===== src/rtl/regfile_pkg.sv =====
// Shared types and defaults for the multi-port register file.
// The package holds the controller state encoding and the default geometry.
package regfile_pkg;

    localparam int XLEN_DEF = 32;
    localparam int NREG_DEF = 32;

    typedef enum logic [0:0] {
        ST_INIT = 1'b0,
        ST_RUN  = 1'b1
    } state_e;

endpackage


===== src/rtl/regfile_scoreboard.sv =====
// Pending-producer tracker: one bit per architectural register.
// An issue sets the destination bit, a write clears it; when both hit the
// same bit in one cycle the issue wins, since it names a newer producer.
// Bit 0 is hard-wired clear because x0 never has a producer.
module regfile_scoreboard
    import regfile_pkg::*;
#(
    parameter int NREG = NREG_DEF,
    parameter int AW   = $clog2(NREG),
    parameter int NWR  = 1
) (
    input  logic                clk,
    input  logic                rst,
    input  logic                run,
    input  logic                iss_en,
    input  logic [AW-1:0]       iss_addr,
    input  logic [NWR-1:0]      wr_en,
    input  logic [NWR*AW-1:0]   wr_addr,
    output logic [NREG-1:0]     pend
);

    logic [NREG-1:0] pend_r;
    logic [NREG-1:0] pend_next_s;
    logic [NREG-1:0] clr_mask_s;
    logic [NREG-1:0] set_mask_s;

    // Build clear/set masks; the set mask is OR-ed last so a new producer wins.
    always_comb begin
        clr_mask_s = '0;
        set_mask_s = '0;
        for (int w = 0; w < NWR; w++) begin
            clr_mask_s[wr_addr[w*AW +: AW]] = clr_mask_s[wr_addr[w*AW +: AW]] | wr_en[w];
        end
        set_mask_s[iss_addr] = iss_en;
        set_mask_s[0]        = 1'b0;
        pend_next_s          = (pend_r & ~clr_mask_s) | set_mask_s;
    end

    // Pending vector register; held clear outside normal operation.
    always_ff @(posedge clk or negedge rst) begin
        if (!rst) begin
            pend_r <= '0;
        end else if (!run) begin
            pend_r <= '0;
        end else begin
            pend_r <= pend_next_s;
        end
    end

    assign pend = pend_r;

endmodule


===== src/rtl/regfile_mp.sv =====
// Multi-port register file with a pending-producer scoreboard.
// After reset the block walks every entry writing zero (INIT), then serves
// reads/writes/issues (RUN). x0 always reads zero and is never written.
// Optional feature macro REGFILE_BYPASS_EN: same-cycle write data is
// forwarded to matching reads, which then report no pending producer.
module regfile_mp
    import regfile_pkg::*;
#(
    parameter  int XLEN = XLEN_DEF,
    parameter  int NREG = NREG_DEF,
    parameter  int NRD  = 2,
    parameter  int NWR  = 1,
    localparam int AW   = $clog2(NREG)
) (
    input  logic                clk,
    input  logic                rst,
    input  logic [NRD-1:0]      rd_valid,
    input  logic [NRD*AW-1:0]   rd_addr,
    output logic [NRD*XLEN-1:0] rd_data,
    output logic [NRD-1:0]      rd_pend,
    input  logic [NWR-1:0]      wr_en,
    input  logic [NWR*AW-1:0]   wr_addr,
    input  logic [NWR*XLEN-1:0] wr_data,
    input  logic                iss_en,
    input  logic [AW-1:0]       iss_addr,
    output logic                init_done
);

    state_e            state_r;
    logic [AW-1:0]     cnt_r;
    logic              init_done_r;
    logic [XLEN-1:0]   mem_r [NREG];
    logic              run_s;
    logic [NREG-1:0]   pend_s;

    assign run_s     = (state_r == ST_RUN);
    assign init_done = init_done_r;

    // Controller: clear every entry once, then stay in RUN until reset.
    always_ff @(posedge clk or negedge rst) begin
        if (!rst) begin
            state_r     <= ST_INIT;
            cnt_r       <= '0;
            init_done_r <= 1'b0;
        end else begin
            case (state_r)
                ST_INIT: begin
                    if (cnt_r == AW'(NREG - 1)) begin
                        state_r     <= ST_RUN;
                        cnt_r       <= '0;
                        init_done_r <= 1'b1;
                    end else begin
                        cnt_r       <= cnt_r + AW'(1);
                        init_done_r <= 1'b0;
                    end
                end
                ST_RUN: begin
                    state_r     <= ST_RUN;
                    init_done_r <= 1'b1;
                end
                default: begin
                    state_r     <= ST_INIT;
                    cnt_r       <= '0;
                    init_done_r <= 1'b0;
                end
            endcase
        end
    end

    // Storage: zero-fill during INIT, otherwise commit writes; later ports win.
    always_ff @(posedge clk) begin
        if (state_r == ST_INIT) begin
            mem_r[cnt_r] <= '0;
        end else begin
            for (int w = 0; w < NWR; w++) begin
                if (wr_en[w] && (wr_addr[w*AW +: AW] != '0)) begin
                    mem_r[wr_addr[w*AW +: AW]] <= wr_data[w*XLEN +: XLEN];
                end
            end
        end
    end

    regfile_scoreboard #(
        .NREG (NREG),
        .AW   (AW),
        .NWR  (NWR)
    ) u_scoreboard (
        .clk      (clk),
        .rst      (rst),
        .run      (run_s),
        .iss_en   (iss_en),
        .iss_addr (iss_addr),
        .wr_en    (wr_en),
        .wr_addr  (wr_addr),
        .pend     (pend_s)
    );

    // Read ports: zero for x0, disabled ports and while clearing.
    always_comb begin
        rd_data = '0;
        rd_pend = '0;
        for (int p = 0; p < NRD; p++) begin
            if (run_s && rd_valid[p] && (rd_addr[p*AW +: AW] != '0)) begin
                rd_data[p*XLEN +: XLEN] = mem_r[rd_addr[p*AW +: AW]];
                rd_pend[p]              = pend_s[rd_addr[p*AW +: AW]];
`ifdef REGFILE_BYPASS_EN
                // Ascending scan so the highest matching write port wins.
                for (int w = 0; w < NWR; w++) begin
                    if (wr_en[w] && (wr_addr[w*AW +: AW] == rd_addr[p*AW +: AW])) begin
                        rd_data[p*XLEN +: XLEN] = wr_data[w*XLEN +: XLEN];
                        rd_pend[p]              = 1'b0;
                    end else begin
                        rd_data[p*XLEN +: XLEN] = rd_data[p*XLEN +: XLEN];
                        rd_pend[p]              = rd_pend[p];
                    end
                end
`endif
            end else begin
                rd_data[p*XLEN +: XLEN] = '0;
                rd_pend[p]              = 1'b0;
            end
        end
    end

endmodule


===== config.mk =====
export PLATFORM = sky130hd
export DESIGN_NAME = regfile_mp
export DESIGN_NICKNAME = d
export VERILOG_FILES = /design/src/rtl/regfile_pkg.sv /design/src/rtl/regfile_scoreboard.sv /design/src/rtl/regfile_mp.sv
export SDC_FILE = /design/constraint.sdc
export NUM_CORES = 1
export LEC_CHECK = 0
export BUFFER_PORTS_ARGS = -buffer_cell sky130_fd_sc_hd__clkbuf_2
export CORE_ASPECT_RATIO = 0.9
export CORE_MARGIN = 2
export CORE_UTILIZATION = 45
export CTS_CLUSTER_DIAMETER = 100
export DETAILED_ROUTE_END_ITERATION = 16
export PLACE_DENSITY = 0.73
export SYNTH_ARGS = -nofsm -noshare
export SYNTH_HDL_FRONTEND = slang
export SYNTH_SLANG_ARGS = --single-unit

===== constraint.sdc =====
create_clock -name clk -period 4.4 [get_ports clk]
set_clock_uncertainty 0.15 [all_clocks]
set_input_delay 0.22 -clock clk [delete_from_list [all_inputs] [get_ports clk]]
set_output_delay 0.22 -clock clk [all_outputs]
set_load 0.005 [all_outputs]

==> out/metrics.cfg <==
[timing]
fin_hold_ws_ps=33.8
hold_viol=0
min_period_over_period=0.942
setup_tns_ps=0
relSlewSlack=0.124
drv_slew=0
rsz0062_at_grt=false
min_period_ps=4140
worst_pin_slew_ps=1310
setup_viol=0
max_freq_ghz=0.241

[drt]
route.detailed.drc=0
firstDrtPassIters=6
viasPerCell=6.73
wl_per_cell_um=32.7
detail-route-antenna-nets=0
first_iter_violations=4837
vias=31400
wirelength_um=153000

[floorplan]
ios=125
start_util=0.452
die_w_um=359
core_area_mm2=0.113
die_y_um=323
fp-row-count=117
dieArea_mm2=0.116

[clock_network]
postCtsHoldBufs=15
insertion_delay_ps=680
clkTransAtPathRegs_ps=60
htree_num_levels=3
cts_tree=built
cts-root-buf=clkbuf_16
numCtsBuffers=110
cts_resized=0
cts_setup_buffers=0
cts_sinks=1062
cts_max_path_buffers=3

[final_layout]
area_growth_pct=13.4
drive_gt1_frac=0.297
final_design_area_no_fill_mm2=0.0577
fill_cells=8944
nNetsFinal=3141
stdcell_count=4664

[synthesis]
synth-edff-count=1024
ys_ff_latch=1062
synth_area_leader_cell=edfxtp_1
ys.flop_type=edfxtp_1
synth_most_common_cell=edfxtp_1
netlist_area_mm2=0.0509
ys_seq_area_frac=0.623
yosysWarningCount=0
synthTopCellsByCount=1024 x edfxtp_1, 371 x mux4_2, 328 x mux2i_1, 107 x nor2_1, 106 x clkbuf_1
avgSynthCellArea_um2=17.3
synthCells=2940
ys_async_sr_fraction=0.0358
synth.top_cell.area_share=0.604
synth_area_leaders=edfxtp_1 60%, mux4_2 16%, mux2i_1 6.5%
synth.net_count=3000
synth.distinct_cells=56

[grt]
grt_overflow=0
grt_usage=0.263
grt_pass1_vias=30900
grt_pass1_wl_um=219000
grt_max_degree=85
antenna_found_initial=3

[flow_run]
max_cap_violations=0

[worst_setup_path]
crit_arrival_ps=3770
cp_max_fo=18
critPathCaptureType=primary output
worstPathRequired_ps=4030
critPathKind=reg2out
cp-start-kind=flop

[power]
seq_power_share=0.490
p_leak_nw=20.6
intPower_mw=17.6
peakVddDrop_uv=304
power_density_mw_per_mm2=396
comb_power_share=0.085
pwr-share-clk=0.425
switching_power_mw=5.24
sw_frac_of_total=0.230

[hold_path]
min_path_type=in2reg

[placed_design]
io_buffer_count=124
dp.cells=4441
dp_hpwl_um=95200
placed_area_mm2=0.0538
routabilityCongestion=0.865

[outcome]
status=completed

-- stage by stage --
step,setup WS (ps),power (mW),utilization
final,257,22.8,0.512
after global routing,257,23.4,0.512
after CTS,317,22.9,0.512
after detailed placement,625,13.3,0.477
after global placement,525,13.3,0.477
after floorplan,960,12.6,-
-- power by group through the flow --
| stage | clock network (mW) | logic, mW | registers, mW |
|---|---|---|---|
| after floorplan | 0 | 1.19 | 11.4 |
| after CTS | 9.76 | 1.93 | 11.2 |
| final | 9.70 | 1.95 | 11.2 |
| after global placement | 0 | 1.89 | 11.4 |
| after detailed placement | 0 | 1.91 | 11.4 |
| after global routing | 10.1 | 2.04 | 11.2 |
-- layer usage --
| layer | up-vias | share of wire | track usage |
|---|---|---|---|
| li1 | 12600 | - | - |
| met1 | 16200 | 0.38 | 0.368 |
| met2 | 2279 | 0.45 | 0.395 |
| met3 | 326 | 0.13 | 0.0735 |
| met4 | 0 | 0.039 | 0.0935 |
| met5 | - | 0 | 0 |
-- logic make-up after synthesis --
group,count (synthesis),synth area share
muxes,783,0.248
buffers and inverters,248,0.0252
AOI/OAI and AO/OA,467,0.0669
and+or+nand+nor,378,0.0371
adders and majority gates,2,0.000492
DFF,1062,0.623
-- worst max-delay path, stage by stage (launching register included) --
cell and delay (ps):
dfrtp_1 460, nand3_2 660, buf_4 450, a2111oi_0 960
o31a_1 370, clkbuf_2 170
-- registers in the layout, summed over array words and instances (netlist names) --
register	cells
mem_r	1024
u_scoreboard.pend	32
cnt_r	5
init_done	1
-- cells in the final DEF (no fill, tap or decap), drive strengths merged, types with 44 or more instances in the layout --
master  Yosys  layout
edfxtp   1024    1024
mux4      371     371
a21oi      72      72
clkbuf    107     252
o21ai      68      68
mux2       84      84
nor2b      44      44
nor2      107     107
nand2      96      96
buf       134     137
mux2i     328     328
clkinv      1      47
-- worst paths after layout --
check                                startpoint  slack, ps               endpoint  depth (start not counted)
min                                  wr_data[3]         30            mem_r[4][3]                          3
max in group asynchronous                   rst       3370               cnt_r[4]                          2
min in group asynchronous                   rst        100  u_scoreboard.pend[16]                          2
min reg2reg                u_scoreboard.pend[0]        400   u_scoreboard.pend[0]                          1
max reg2reg                           init_done       1090           mem_r[11][5]                          5
max                                   init_done        260            rd_data[48]                          5
-- final cells by class --
cell class              instances  area [µm²]  area share
well taps                    1487        1860      0.0322
diodes                          1        2.50   0.0000433
clock inverters                73         856      0.0148
inverters                       7        27.5    0.000477
clock buffers                 134        2920      0.0505
flip-flops and latches       1062       31700       0.549
multi-input cells            1630       18300       0.316
repair buffers                270        2120      0.0367
No activity file was read; power rests on OpenSTA's default activity.
